--- src/rtl/memory_bus_master.sv ---
// memory_bus_master: single-transfer initiator for the main-memory RD/WR/ACK bus.
// Active-low strobes, ACK timeout, 4-phase release before the next request is taken.
`default_nettype none

module memory_bus_master #(
  parameter int DATAWIDTH_BUS  = 32,
  parameter int TIMEOUT_CYCLES = 16,
  parameter int TIMEOUT_WIDTH  = 5
) (
  input  logic                     MEM_MASTER_CLOCK_50,
  input  logic                     MEM_MASTER_RESET_InLow,
  input  logic                     MEM_MASTER_REQ_In,
  input  logic                     MEM_MASTER_WE_In,
  input  logic [DATAWIDTH_BUS-1:0] MEM_MASTER_ADDR_InBUS,
  input  logic [DATAWIDTH_BUS-1:0] MEM_MASTER_WDATA_InBUS,
  output logic [DATAWIDTH_BUS-1:0] MEM_MASTER_RDATA_OutBUS,
  output logic                     MEM_MASTER_DONE_Out,
  output logic                     MEM_MASTER_ERR_Out,
  output logic                     MEM_MASTER_BUSY_Out,
  output logic [DATAWIDTH_BUS-1:0] MEM_MASTER_ADDRESS_OutBUS,
  output logic [DATAWIDTH_BUS-1:0] MEM_MASTER_DATA_OutBUS,
  output logic                     MEM_MASTER_RD_Out,
  output logic                     MEM_MASTER_WR_Out,
  input  logic [DATAWIDTH_BUS-1:0] MEM_MASTER_DATA_InBUS,
  input  logic                     MEM_MASTER_ACK_In
);

  typedef enum logic [2:0] {
    S_IDLE    = 3'd0,
    S_READ    = 3'd1,
    S_WRITE   = 3'd2,
    S_ERROR   = 3'd3,
    S_RELEASE = 3'd4
  } state_t;

  localparam logic [TIMEOUT_WIDTH-1:0] TIMER_LAST = TIMEOUT_WIDTH'(TIMEOUT_CYCLES - 1);

  state_t                     state, state_nxt;
  logic [TIMEOUT_WIDTH-1:0]   timer, timer_nxt;
  logic [DATAWIDTH_BUS-1:0]   rdata, rdata_nxt;
  logic [DATAWIDTH_BUS-1:0]   address, address_nxt;
  logic [DATAWIDTH_BUS-1:0]   data_out, data_out_nxt;
  logic                       rd_n, rd_n_nxt;
  logic                       wr_n, wr_n_nxt;
  logic                       done, done_nxt;
  logic                       err, err_nxt;
  logic                       busy_nxt, busy;

  always_ff @(posedge MEM_MASTER_CLOCK_50 or negedge MEM_MASTER_RESET_InLow) begin
    if (!MEM_MASTER_RESET_InLow) begin
      state    <= S_IDLE;
      timer    <= '0;
      rdata    <= '0;
      address  <= '0;
      data_out <= '0;
      rd_n     <= 1'b1;
      wr_n     <= 1'b1;
      done     <= 1'b0;
      err      <= 1'b0;
      busy     <= 1'b0;
    end else begin
      state    <= state_nxt;
      timer    <= timer_nxt;
      rdata    <= rdata_nxt;
      address  <= address_nxt;
      data_out <= data_out_nxt;
      rd_n     <= rd_n_nxt;
      wr_n     <= wr_n_nxt;
      done     <= done_nxt;
      err      <= err_nxt;
      busy     <= busy_nxt;
    end
  end

  always_comb begin
    state_nxt    = state;
    timer_nxt    = timer;
    rdata_nxt    = rdata;
    address_nxt  = address;
    data_out_nxt = data_out;
    rd_n_nxt     = rd_n;
    wr_n_nxt     = wr_n;
    done_nxt     = 1'b0;
    err_nxt      = 1'b0;
    case (state)
      S_IDLE: begin
        timer_nxt = '0;
        if (MEM_MASTER_REQ_In) begin
          address_nxt = MEM_MASTER_ADDR_InBUS;
          // Misaligned requests never reach the bus.
          if (MEM_MASTER_ADDR_InBUS[1:0] != 2'b00) begin
            state_nxt = S_ERROR;
            err_nxt   = 1'b1;
          end else if (MEM_MASTER_WE_In) begin
            state_nxt    = S_WRITE;
            wr_n_nxt     = 1'b0;
            data_out_nxt = MEM_MASTER_WDATA_InBUS;
          end else begin
            state_nxt = S_READ;
            rd_n_nxt  = 1'b0;
          end
        end
      end
      S_READ, S_WRITE: begin
        // ACK is checked first so it wins over a simultaneous timeout.
        if (MEM_MASTER_ACK_In) begin
          rd_n_nxt  = 1'b1;
          wr_n_nxt  = 1'b1;
          done_nxt  = 1'b1;
          state_nxt = S_RELEASE;
          if (state == S_READ) rdata_nxt = MEM_MASTER_DATA_InBUS;
        end else if (timer == TIMER_LAST) begin
          rd_n_nxt  = 1'b1;
          wr_n_nxt  = 1'b1;
          err_nxt   = 1'b1;
          state_nxt = S_ERROR;
        end else begin
          timer_nxt = timer + 1'b1;
        end
      end
      S_ERROR: begin
        state_nxt = S_RELEASE;
      end
      S_RELEASE: begin
        if (!MEM_MASTER_ACK_In) begin
          state_nxt = S_IDLE;
          timer_nxt = '0;
        end
      end
      default: begin
        state_nxt = S_IDLE;
        rd_n_nxt  = 1'b1;
        wr_n_nxt  = 1'b1;
      end
    endcase
    busy_nxt = (state_nxt != S_IDLE);
  end

  assign MEM_MASTER_RDATA_OutBUS   = rdata;
  assign MEM_MASTER_DONE_Out       = done;
  assign MEM_MASTER_ERR_Out        = err;
  assign MEM_MASTER_BUSY_Out       = busy;
  assign MEM_MASTER_ADDRESS_OutBUS = address;
  assign MEM_MASTER_DATA_OutBUS    = data_out;
  assign MEM_MASTER_RD_Out         = rd_n;
  assign MEM_MASTER_WR_Out         = wr_n;

endmodule

`default_nettype wire
--- config.mk ---
export PLATFORM = sky130hd
export DESIGN_NAME = memory_bus_master
export DESIGN_NICKNAME = d
export VERILOG_FILES = /design/src/rtl/memory_bus_master.sv
export SDC_FILE = /design/constraint.sdc
export NUM_CORES = 1
export LEC_CHECK = 0
export ABC_CLOCK_PERIOD_IN_PS = 5500
export CAP_MARGIN = 0
export CORE_ASPECT_RATIO = 0.7
export CORE_MARGIN = 2
export CORE_UTILIZATION = 35
export DETAILED_ROUTE_END_ITERATION = 8
export PLACE_DENSITY_LB_ADDON = 0.08
export SYNTH_ARGS = -nofsm -noshare
export SYNTH_HDL_FRONTEND = slang
export SYNTH_SLANG_ARGS = --single-unit
export TNS_END_PERCENT = 50
--- constraint.sdc ---
create_clock -name MEM_MASTER_CLOCK_50 -period 5.5 [get_ports MEM_MASTER_CLOCK_50]
set_input_delay 1.1 -clock MEM_MASTER_CLOCK_50 [delete_from_list [all_inputs] [get_ports MEM_MASTER_CLOCK_50]]
set_output_delay 1.1 -clock MEM_MASTER_CLOCK_50 [all_outputs]
set_load 0.005 [all_outputs]
== Yosys cells after proc, flatten, opt, wreduce, memory -nomap -nowiden ==
Index checks and enable logic that the tools add are counted.

* Logic and storage cells: 66
* Input bits: 101
* Bits in registers: 109

* Reductions and logical operators: 12
* $add $sub $neg: 1
* Mux-type cells: 28
* Bitwise gates (word level): 2
* Equality and inequality tests: 13

{| class="wikitable"
|+ Operators by type and width
! cell !! number
|-
| $mux 5 || 3
|-
| $pmux 5 s3 || 1
|-
| $mux 1 || 14
|-
| $ne 2x2->1 const B || 7
|-
| $mux 3 || 4
|-
| $pmux 3 s4 || 1
|-
| $reduce_and 5->1 || 2
|-
| $reduce_and 4->1 || 2
|-
| $eq 3x2->1 const B || 2
|-
| $pmux 1 s3 || 2
|-
| $reduce_bool 3->1 || 2
|-
| $add 5x1->5 const B || 1
|-
| $eq 5x4->1 const B || 1
|-
| $mux 2 || 2
|-
| $reduce_or 2->1 || 2
|-
| $eq 3x1->1 const B || 1
|-
| $eq 3x3->1 const B || 1
|-
| $logic_not 3->1 || 1
|-
| $ne 3x3->1 const B || 1
|-
| $reduce_and 3->1 || 1
|-
| $not 1->1 || 2
|-
| $pmux 1 s2 || 1
|-
| $reduce_and 2->1 || 1
|-
| $reduce_bool 2->1 || 1
|}

== Logic depth before layout (Yosys ltp) ==
Gate-level depths: netlist of the first run.

* Depth in word-level cells: 5
* Depth in mapped cells: 7

== Least setup slack after synthesis of the first run ==
No wires, ideal clock.

* Kind: input to register
* From: input MEM_MASTER_ACK_In
* To: register rdata[10] (netlist: MEM_MASTER_RDATA_OutBUS[10])
* Library setup time: 125 ps
* Arrival time: 2193 ps
* Data required time: 5375 ps
* Setup slack: 3182 ps
* Path buffers: 3
* Cell stages on the path: 5
* Path through: clkbuf_1 -> and3b_1 -> clkbuf_1 -> buf_4 -> mux2_2

* Cells in the longest elaborated chain, start to end: 1

{| class="wikitable"
|+ RTL lines
! item !! RTL line !! text
|-
| start, declared || 25 || <nowiki>input logic MEM_MASTER_ACK_In</nowiki>
|-
| $reduce_and 3->1 (no source line) || -- ||
|-
| end signal, assigned || 64 || <nowiki>rdata <= rdata_nxt;</nowiki>
|-
| end, declared || 40 || <nowiki>logic [DATAWIDTH_BUS-1:0] rdata, rdata_nxt;</nowiki>
|}

No other way between the ends.
A chain may end at the register's enable or synchronous reset.

== Worst setup path in the final report of the first run ==
* From: input MEM_MASTER_ADDR_InBUS[1]
* To: register data_out[2] (netlist: MEM_MASTER_DATA_OutBUS[2])

* Cells in the longest elaborated chain, start to end: 3

{| class="wikitable"
|+ RTL lines
! item !! RTL line !! text
|-
| start, declared || 14 || <nowiki>input logic [DATAWIDTH_BUS-1:0] MEM_MASTER_ADDR_InBUS,</nowiki>
|-
| $reduce_bool 2->1 || 91 || <nowiki>if (MEM_MASTER_ADDR_InBUS[1:0] != 2'b00) begin</nowiki>
|-
| $not 1->1 (no source line) || -- ||
|-
| $reduce_and 4->1 (no source line) || -- ||
|-
| end signal, assigned || 66 || <nowiki>data_out <= data_out_nxt;</nowiki>
|-
| end, declared || 42 || <nowiki>logic [DATAWIDTH_BUS-1:0] data_out, data_out_nxt;</nowiki>
|}

No other way between the ends.

==> results of run 1 <==
## power by group through the flow
stage / combinational, mW / sequential [mW] / clock (mW)
final: 1.63 / 1.43 / 0.661
after global routing: 1.75 / 1.49 / 0.726
after CTS: 1.66 / 1.43 / 0.689
after detailed placement: 1.66 / 1.44 / 0
after global placement: 1.63 / 1.42 / 0
after floorplan: 0.684 / 1.43 / 0
## cell type report
class	count	area, sq um
Clock inverter	6	70.1
Fill cell	1027	5520
Sequential cell	109	2730
Tap cell	162	203
Timing Repair Buffer	204	2030
Clock buffer	10	239
Inverter	2	7.51
Multi-Input combinational cell	153	1580
## per-stage QoR
| stage | worst slack (ns) | total power [mW] | utilization | instances |
|---|---|---|---|---|
| 5_1_grt | 2.75 | 3.96 | 0.554 | 646 |
| 4_1_cts | 2.85 | 3.78 | 0.554 | 646 |
| 3_5_place_dp | 2.49 | 3.10 | 0.529 | 630 |
| 3_3_place_gp | 2.49 | 3.05 | 0.529 | 630 |
| 6_report | 2.85 | 3.72 | 0.554 | 646 |
| 2_1_floorplan | 3.18 | 2.12 | - | 280 |
## logic make-up (layout without fill, tap and decap cells)
| family | count (synthesis) | count (layout) | synth area share |
|---|---|---|---|
| adder cells (fa/ha/maj) | 3 | 3 | 0.00848 |
| multiplexers | 96 | 96 | 0.270 |
| XOR/XNOR | 1 | 1 | 0.00198 |
| flip-flops | 109 | 109 | 0.617 |
| AO/OA/AOI/OAI | 21 | 21 | 0.0317 |
| buffers and inverters | 18 | 222 | 0.0269 |
| AND/OR/NAND/NOR | 32 | 32 | 0.0444 |
## worst min-delay path by stage
stage	from	end	slack (ns)	cells after the start
after floorplan	timer[4]	timer[4]	0.44	2
after global placement	timer[4]	timer[4]	0.46	2
after detailed placement	timer[4]	timer[4]	0.47	2
after CTS	timer[4]	timer[4]	0.49	2
after global routing	MEM_MASTER_WR_Out	MEM_MASTER_WR_Out	0.50	1
final	MEM_MASTER_WR_Out	MEM_MASTER_WR_Out	0.49	1
## routing by layer
layer  vias to the layer above  global-route usage
met2                       126               0.244
met4                         0              0.0440
met3                        12              0.0652
met1                      1458               0.229
met5                         -                   0
li1                       1396                   -
## worst max-delay path: stages
cell and delay (ns):
clkdlybuf4s50_1 0.48, nor2_1 0.25, nand3_4 0.52, mux2_4 0.50
## state kept, by name (all words and copies together), names as in the netlist
signal	cells
MEM_MASTER_ADDRESS_OutBUS	32
MEM_MASTER_DATA_OutBUS	32
MEM_MASTER_RDATA_OutBUS	32
timer	5
state	3
MEM_MASTER_BUSY_Out	1
MEM_MASTER_DONE_Out	1
MEM_MASTER_ERR_Out	1
MEM_MASTER_RD_Out	1
MEM_MASTER_WR_Out	1
## layout by cell type, fill, tap and decap left out, types with 2 or more instances in the layout
master,n
buf_4,4
nor2b_1,2
nor2_1,3
a21oi_1,3
mux2_4,30
nor3_1,4
clkbuf_16,9
o21ai_0,6
dfstp_2,2
mux2_2,65
inv_1,2
nand2_1,9
clkinv_4,3
o2bb2ai_1,2
clkdlybuf4s50_1,200
o22ai_1,2
dfrtp_1,107
o31ai_1,3
ha_1,3
==> flow_metrics.py, run 1 <==
metrics = {
    "outcome": {
        "status": "completed",
    },
    "route": {
        "highest_layer": "met4",
        "drt_wl_total_mm": 10.9,
        "wire_per_inst_um": 16.9,
        "drc": 0,
        "drt_first_pass_iters": 4,
        "antenna_left": 0,
        "vias": 2992,
        "dr_wl_met2_mm": 4.77,
        "drt-met1-wl_mm": 5.16,
        "viasPerCell": 4.63,
        "met3_length_um": 853,
        "drt_first_iter_violations": 100,
    },
    "worst_setup_path": {
        "r2r_start": "timer[0]",
        "timing_worst_setup_path_type": "input pin to flip-flop",
        "reg2reg_depth": 6,
        "worstPathRequired_ns": 5.72,
        "r2r_end": "timer[3]",
        "r2r_slack_ns": 3.36,
        "critPathLaunchType": "input pin",
        "worstSetupStartpoint": "MEM_MASTER_ADDR_InBUS[1]",
        "path_max_fanout": 32,
        "crit_path_end_kind": "flip-flop",
        "critPathCapture": "MEM_MASTER_DATA_OutBUS[2]",
        "critical_path_arrival_ns": 2.87,
    },
    "global_route": {
        "grt_max_degree": 65,
        "grt_pass1_wl_mm": 17.7,
        "antenna_found_initial": 1,
        "grt_usage": 0.165,
        "overflow": 0,
        "grt_pass1_vias": 3077,
    },
    "pwr": {
        "p_switching_mw": 1.02,
        "ir_worst_vdd_mv": 0.251,
        "switching_share": 0.274,
        "comb_power_share": 0.439,
        "power_density_nw_per_um2": 543,
        "leakagePower_nw": 2.93,
        "internal-power_mw": 2.70,
        "clkPwrFrac": 0.178,
        "power_frac_seq": 0.383,
    },
    "die": {
        "die_w_um": 138,
        "ios": 202,
        "dieArea_sq_um": 13600,
        "die_h_um": 98.1,
        "start_util": 0.357,
        "core_sq_um": 12400,
        "rows": 34,
    },
    "synth": {
        "synth-seq-cells": 109,
        "synthFlopType": "dfrtp_1",
        "synth_most_common_cell": "dfrtp_1",
        "synth.distinct_cells": 39,
        "synth_largest_area_cell": "dfrtp_1",
        "syn_area_sq_um": 4430,
        "synthTopCellsByArea": "dfrtp_1, mux2_2, mux2_4",
        "synthArstFlopShare": 1.00,
        "netlist_top_cells_count": "dfrtp_1, mux2_2, mux2_4",
        "yosysSeqAreaShare": 0.617,
        "synth_nets": 384,
        "synth_cells": 280,
        "syn_area_per_cell_sq_um": 15.8,
        "synth_top_area_frac": 0.605,
        "synth-edff-count": 0,
        "yosysWarnings": 0,
    },
    "clock_tree": {
        "numCtsBuffers": 9,
        "clk_latency_ns": 0.34,
        "clk_path_buf_depth": 2,
        "cts_num_sinks": 109,
        "root_buffer": "clkbuf_16",
        "cts-resized-gates": 0,
        "cts_tree": "done",
        "cts_hold_buf": 0,
        "h-tree-depth": 3,
        "post_cts.repair.setup_buffers": 0,
        "clkTransAtPathRegs_ns": 0.07,
    },
    "sta": {
        "setup_tns_ns": 0,
        "final_hold_viol_count": 0,
        "finClkSkew_ns": 0.00985,
        "finalSetupViolCount": 0,
        "fin_hold_ws_ns": 0.489,
        "fin_crit_ns": 2.65,
        "rsz0062_at_grt": "no",
        "maxSlewViolCount": 0,
        "max_slew_margin": 0.458,
        "worst_pin_slew_ns": 0.813,
        "clock.fmax_mhz": 377,
        "fin_crit_sh": 0.482,
    },
    "place": {
        "placed_cell_area_sq_um": 6550,
        "globalplace.congestion": 0.779,
        "dp_hpwl_mm": 8.02,
        "port_buffers": 201,
    },
    "cells_and_area": {
        "area_growth_pct": 55.0,
        "drive_above_1_share": 0.252,
        "finalNetCount": 583,
        "n_antenna_cell": 0,
        "final_area_sq_um": 6860,
    },
    "run": {
        "maxCapViolCount": 0,
    },
    "worst_hold_path": {
        "hold_path_class": "flip-flop to flip-flop",
    },
}
Note: power is estimated with default switching activity, not from simulation.
==> run 2, diff against run 1 <==
--- a/config.mk
+++ b/config.mk
@@ -5,7 +5,7 @@
 export SDC_FILE = /design/constraint.sdc
 export NUM_CORES = 1
 export LEC_CHECK = 0
-export ABC_CLOCK_PERIOD_IN_PS = 5500
+export ABC_CLOCK_PERIOD_IN_PS = 2710
 export CAP_MARGIN = 0
 export CORE_ASPECT_RATIO = 0.7
 export CORE_MARGIN = 2
==> constraint.sdc (replaced) <==
create_clock -name MEM_MASTER_CLOCK_50 -period 2.71 [get_ports MEM_MASTER_CLOCK_50]
set_input_delay 0.542 -clock MEM_MASTER_CLOCK_50 [delete_from_list [all_inputs] [get_ports MEM_MASTER_CLOCK_50]]
set_output_delay 0.542 -clock MEM_MASTER_CLOCK_50 [all_outputs]
set_load 0.005 [all_outputs]
==> flow_metrics.py, run 2 (synthesized netlist as in run 1, its figures left out) <==
metrics = {
    "place": {
        "port_buffers": 201,
        "post-place-ws_ns": 0.377,
        "dp_hpwl_mm": 8.13,
        "dp_cells": 634,
        "globalplace.congestion": 0.820,
    },
    "die": {
        "die_h_um": 98.1,
        "core_sq_um": 12400,
        "die_w_um": 138,
        "dieArea_sq_um": 13600,
        "rows": 34,
        "ios": 202,
        "start_util": 0.357,
    },
    "clock_tree": {
        "post_cts.repair.setup_buffers": 0,
        "root_buffer": "clkbuf_16",
        "h-tree-depth": 3,
        "clkTransAtPathRegs_ns": 0.07,
        "numCtsBuffers": 9,
        "clk_latency_ns": 0.34,
        "cts-resized-gates": 0,
        "cts_num_sinks": 109,
        "cts_hold_buf": 0,
        "cts_tree": "done",
        "clk_path_buf_depth": 2,
    },
    "worst_setup_path": {
        "critical_path_arrival_ns": 2.39,
        "crit_buf_inv": 0,
        "critPathTopFamily": "simple AND/OR/NAND/NOR gates",
        "r2r_slack_ns": 0.58,
        "path_max_fanout": 6,
        "r2r_start": "timer[0]",
        "reg2reg_depth": 6,
        "worstPathRequired_ns": 2.97,
        "critPathLaunchType": "flip-flop",
        "max_stage_delay_ns": 0.53,
        "slowest_stage": "or4_4",
        "timing_worst_setup_path_type": "flip-flop to flip-flop",
        "worstPathCellList": "ha_1 -> and3_1 -> ha_1 -> or4_4 -> or3_1 -> o21ai_0",
        "crit_path_end_kind": "flip-flop",
        "r2r_end": "timer[3]",
        "crit_top_cell": "ha_1",
    },
    "sta": {
        "fin_hold_ws_ns": 0.224,
        "finClkSkew_ns": 0.00732,
        "finalSetupViolCount": 0,
        "setup_tns_ns": 0,
        "worst_pin_slew_ns": 0.642,
        "final_hold_viol_count": 0,
        "fin_crit_sh": 0.787,
        "clock.fmax_mhz": 469,
        "max_slew_margin": 0.572,
        "rsz0062_at_grt": "no",
        "maxSlewViolCount": 0,
        "setup_ws_ns": 0.578,
        "fin_crit_ns": 2.13,
    },
    "cells_and_area": {
        "final_cell_mix": "clkdlybuf4s50_1, dfrtp_1, mux2_2, mux2_4",
        "fillCellCount": 1003,
        "final_cells": 650,
        "finalNetCount": 587,
        "final_common_cell": "clkdlybuf4s50_1",
        "drive_above_1_share": 0.258,
        "n_antenna_cell": 0,
        "area_growth_pct": 56.4,
    },
    "route": {
        "drt_wl_total_mm": 10.9,
        "viasPerCell": 4.61,
        "antenna_left": 0,
        "drc": 0,
        "drt_first_iter_violations": 78,
        "vias": 2995,
        "wire_per_inst_um": 16.8,
        "drt_first_pass_iters": 4,
    },
    "pwr": {
        "power_frac_seq": 0.382,
        "leakagePower_nw": 2.96,
        "ir_worst_vdd_mv": 0.585,
        "power_density_nw_per_um2": 1090,
        "switching_share": 0.275,
        "p_switching_mw": 2.09,
        "comb_power_share": 0.440,
        "clkPwrFrac": 0.178,
        "internal-power_mw": 5.49,
    },
    "global_route": {
        "grt_usage": 0.164,
        "antenna_found_initial": 0,
        "grt_pass1_wl_mm": 17.5,
        "met1_usage": 0.214,
        "grt_pass1_vias": 3209,
        "grt.met2_usage": 0.254,
        "gr-max-usage-layer": "met2",
        "overflow": 0,
        "grt_max_degree": 47,
        "grtUsageMet3": 0.0672,
    },
    "outcome": {
        "status": "completed",
    },
    "run": {
        "maxCapViolCount": 0,
    },
    "worst_hold_path": {
        "hold_path_class": "input pin to asynchronous set/reset pin",
    },
}
==> run 2: changes by cell type in the layout (fill, tap and decap cells not counted), sizes merged <==
cell and delta:
buf +4, clkbuf -1, clkinv -3, clkinvlp +1
inv +3
==> run 2: cell type report <==
type	count	area (sq um)	share of cell area
clock inverters	7	80.1	0.0116
repair buffers	208	2100	0.303
inverters	2	7.51	0.00108
multi-input cells	153	1580	0.228
flip-flops and latches	109	2730	0.394
clock buffers	9	225	0.0325
well taps	162	203	0.0293
==> run 2: power groups by stage <==
stage / Sequential [mW] / Combinational (mW) / Clock [mW]
final: 2.90 / 3.33 / 1.35
after global routing: 3.01 / 3.57 / 1.46
after CTS: 2.90 / 3.39 / 1.40
after detailed placement: 2.92 / 3.38 / 0
after global placement: 2.90 / 3.33 / 0
after floorplan: 2.91 / 1.39 / 0
==> run 2: worst max-delay path by stage <==
stage / slack (ns) / startpoint / cells after the start / endpoint
detailed placement: 0.38 / MEM_MASTER_REQ_In / 5 / MEM_MASTER_ERR_Out
CTS: 0.57 / timer[0] / 6 / timer[3]
finish: 0.58 / timer[0] / 6 / timer[3]
global placement: 0.47 / MEM_MASTER_ACK_In / 4 / timer[3]
floorplan: 0.74 / timer[0] / 6 / timer[3]
global route: 0.36 / timer[0] / 8 / timer[2]
==> run 2: routing by layer <==
layer	vias up	routed length (um)
met4	0	167
met5	-	0
li1	1396	-
met2	124	4830
met1	1460	4990
met3	15	946
==> run 2: through the flow <==
stage	power, mW	cell area (sq um)	utilization
after detailed placement	6.31	6620	0.535
after CTS	7.70	6920	0.559
after global placement	6.23	6620	0.535
final	7.58	6920	0.559
after global routing	8.05	6920	0.559
after floorplan	4.29	4430	-
==> run 3, diff against run 2 <==
--- a/config.mk
+++ b/config.mk
@@ -5,7 +5,7 @@
 export SDC_FILE = /design/constraint.sdc
 export NUM_CORES = 1
 export LEC_CHECK = 0
-export ABC_CLOCK_PERIOD_IN_PS = 2710
+export ABC_CLOCK_PERIOD_IN_PS = 1790
 export CAP_MARGIN = 0
 export CORE_ASPECT_RATIO = 0.7
 export CORE_MARGIN = 2
==> constraint.sdc (replaced) <==
create_clock -name MEM_MASTER_CLOCK_50 -period 1.79 [get_ports MEM_MASTER_CLOCK_50]
set_input_delay 0.358 -clock MEM_MASTER_CLOCK_50 [delete_from_list [all_inputs] [get_ports MEM_MASTER_CLOCK_50]]
set_output_delay 0.358 -clock MEM_MASTER_CLOCK_50 [all_outputs]
set_load 0.005 [all_outputs]
==> flow_metrics.py, run 3 (synthesized netlist as in run 1, its figures left out) <==
metrics = {
    "die": {
        "die_w_um": 138,
        "die_h_um": 98.1,
        "ios": 202,
        "dieArea_sq_um": 13600,
        "start_util": 0.357,
        "core_sq_um": 12400,
        "rows": 34,
    },
    "cells_and_area": {
        "final_cell_mix": "clkdlybuf4s50_1, dfrtp_1, mux2_2, mux2_4, buf_4",
        "n_antenna_cell": 0,
        "area_growth_pct": 61.7,
        "fin_util": 0.578,
        "final_common_cell": "clkdlybuf4s50_1",
        "finalNetCount": 610,
        "final_area_sq_um": 7160,
        "drive_above_1_share": 0.297,
    },
    "worst_setup_path": {
        "slowest_stage": "or4_4",
        "critPathLaunchType": "flip-flop",
        "worstPathRequired_ns": 2.07,
        "critical_path_arrival_ns": 2.16,
        "crit_path_end_kind": "flip-flop",
        "max_stage_delay_ns": 0.52,
        "path_max_fanout": 3,
        "critPathTopFamily": "simple AND/OR/NAND/NOR gates",
        "crit_buf_inv": 0,
        "worstPathCellList": "ha_2 -> and3_4 -> ha_4 -> or4_4 -> or3_1 -> o21ai_1",
        "timing_worst_setup_path_type": "flip-flop to flip-flop",
    },
    "pwr": {
        "leakagePower_nw": 3.08,
        "power_density_nw_per_um2": 1640,
        "ir_worst_vdd_mv": 0.808,
        "comb_power_share": 0.458,
        "internal-power_mw": 8.57,
        "switching_share": 0.270,
        "power_mw": 11.7,
        "p_switching_mw": 3.17,
        "clkPwrFrac": 0.175,
        "power_frac_seq": 0.367,
    },
    "sta": {
        "maxSlewViolCount": 0,
        "max_slew_margin": 0.719,
        "clock.fmax_mhz": 532,
        "final_hold_viol_count": 10,
        "worst_pin_slew_ns": 0.419,
        "setup_ws_ns": -0.0906,
        "fin_crit_sh": 1.05,
        "finClkSkew_ns": 0.00838,
        "rsz0062_at_grt": "yes",
        "fin_crit_ns": 1.88,
        "finalSetupViolCount": 3,
        "fin_hold_ws_ns": -0.0167,
    },
    "outcome": {
        "status": "finished with violations",
        "violations": "negative hold slack, negative setup slack",
    },
    "clock_tree": {
        "cts_tree": "done",
        "clk_latency_ns": 0.35,
        "h-tree-depth": 3,
        "root_buffer": "clkbuf_16",
        "numCtsBuffers": 9,
        "cts_num_sinks": 109,
        "clk_path_buf_depth": 2,
        "clkTransAtPathRegs_ns": 0.07,
    },
    "route": {
        "vias": 3049,
        "drc": 0,
        "viasPerCell": 4.53,
        "drt_first_pass_iters": 4,
        "antenna_left": 0,
        "drt_first_iter_violations": 96,
        "drt_wl_total_mm": 10.7,
        "wire_per_inst_um": 15.9,
    },
    "place": {
        "port_buffers": 201,
        "dp_hpwl_mm": 7.97,
        "post-place-ws_ns": -0.188,
        "placed_cell_area_sq_um": 6830,
        "globalplace.congestion": 0.775,
    },
    "global_route": {
        "grt_pass1_vias": 3185,
        "grt_usage": 0.165,
        "overflow": 0,
        "grt_max_degree": 64,
        "antenna_found_initial": 0,
        "grt_pass1_wl_mm": 17.7,
    },
    "run": {
        "maxCapViolCount": 0,
    },
    "worst_hold_path": {
        "hold_path_class": "input pin to asynchronous set/reset pin",
    },
}
## run 3: changes by cell type in the layout (fill, tap and decap cells not counted), sizes merged
cell | previous run | this run
buf | 8 | 31
clkbuf | 9 | 12
inv | 6 | 3
## run 3: power groups by stage
stage | clock network (mW) | registers [mW] | logic, mW
after floorplan | 0 | 4.40 | 2.10
after global placement | 0 | 4.30 | 5.36
after detailed placement | 0 | 4.35 | 5.40
after CTS | 2.14 | 4.32 | 5.42
after global routing | 2.25 | 4.49 | 5.78
final | 2.06 | 4.31 | 5.38
## run 3: worst paths after layout
check,slack [ns],to,cells after the start,startpoint
worst max-delay path,-0.09,timer[3],6,timer[1]
worst min-delay path,-0.02,timer[1],2,MEM_MASTER_RESET_InLow
worst max register to register,-0.09,timer[3],6,timer[1]
worst min register to register,0.49,MEM_MASTER_WR_Out,1,MEM_MASTER_WR_Out
max in group asynchronous,1.47,MEM_MASTER_DATA_OutBUS[1],2,MEM_MASTER_RESET_InLow
min in group MEM_MASTER_CLOCK_50,0.49,MEM_MASTER_WR_Out,1,MEM_MASTER_WR_Out
## run 3: layer usage
metal,part of all wire,global-route usage,routed length (um)
met3,0.072,0.0608,765
met4,0.0096,0.0377,102
met1,0.47,0.228,5010
met2,0.45,0.250,4800
met5,0,0,0
## run 3: worst reg2reg max path: cells and delay by family, from the launching register on
family	cells	cell delay [ns]
flip-flops	1	0.39
AO/OA/AOI/OAI	1	0.07
adder cells (fa/ha/maj)	2	0.35
AND/OR/NAND/NOR	3	1.00
## run 3: final cells by class
cell class,instances,area (sq um)
Multi-Input combinational cell,153,1610
Inverter,2,7.51
Clock inverter,4,55.1
Timing Repair Buffer,231,2300
Tap cell,162,203
Clock buffer,12,256
Sequential cell,109,2730
Fill cell,999,5220
## run 3: what timing repair did
action                                  in CTS  in global routing
buffers inserted                             0                  1
hold buffers                                 0                  0
endpoints found under the setup margin       7                  7
pin swaps                                    0                  1
resized for setup                            1                  4
## run 3: stage by stage
step | cells | setup TNS [ns]
floorplan | 280 | -0.0550
global placement | 656 | -3.38
detailed placement | 656 | -5.33
CTS | 672 | -0.380
global route | 673 | -0.567
finish | 673 | -0.236
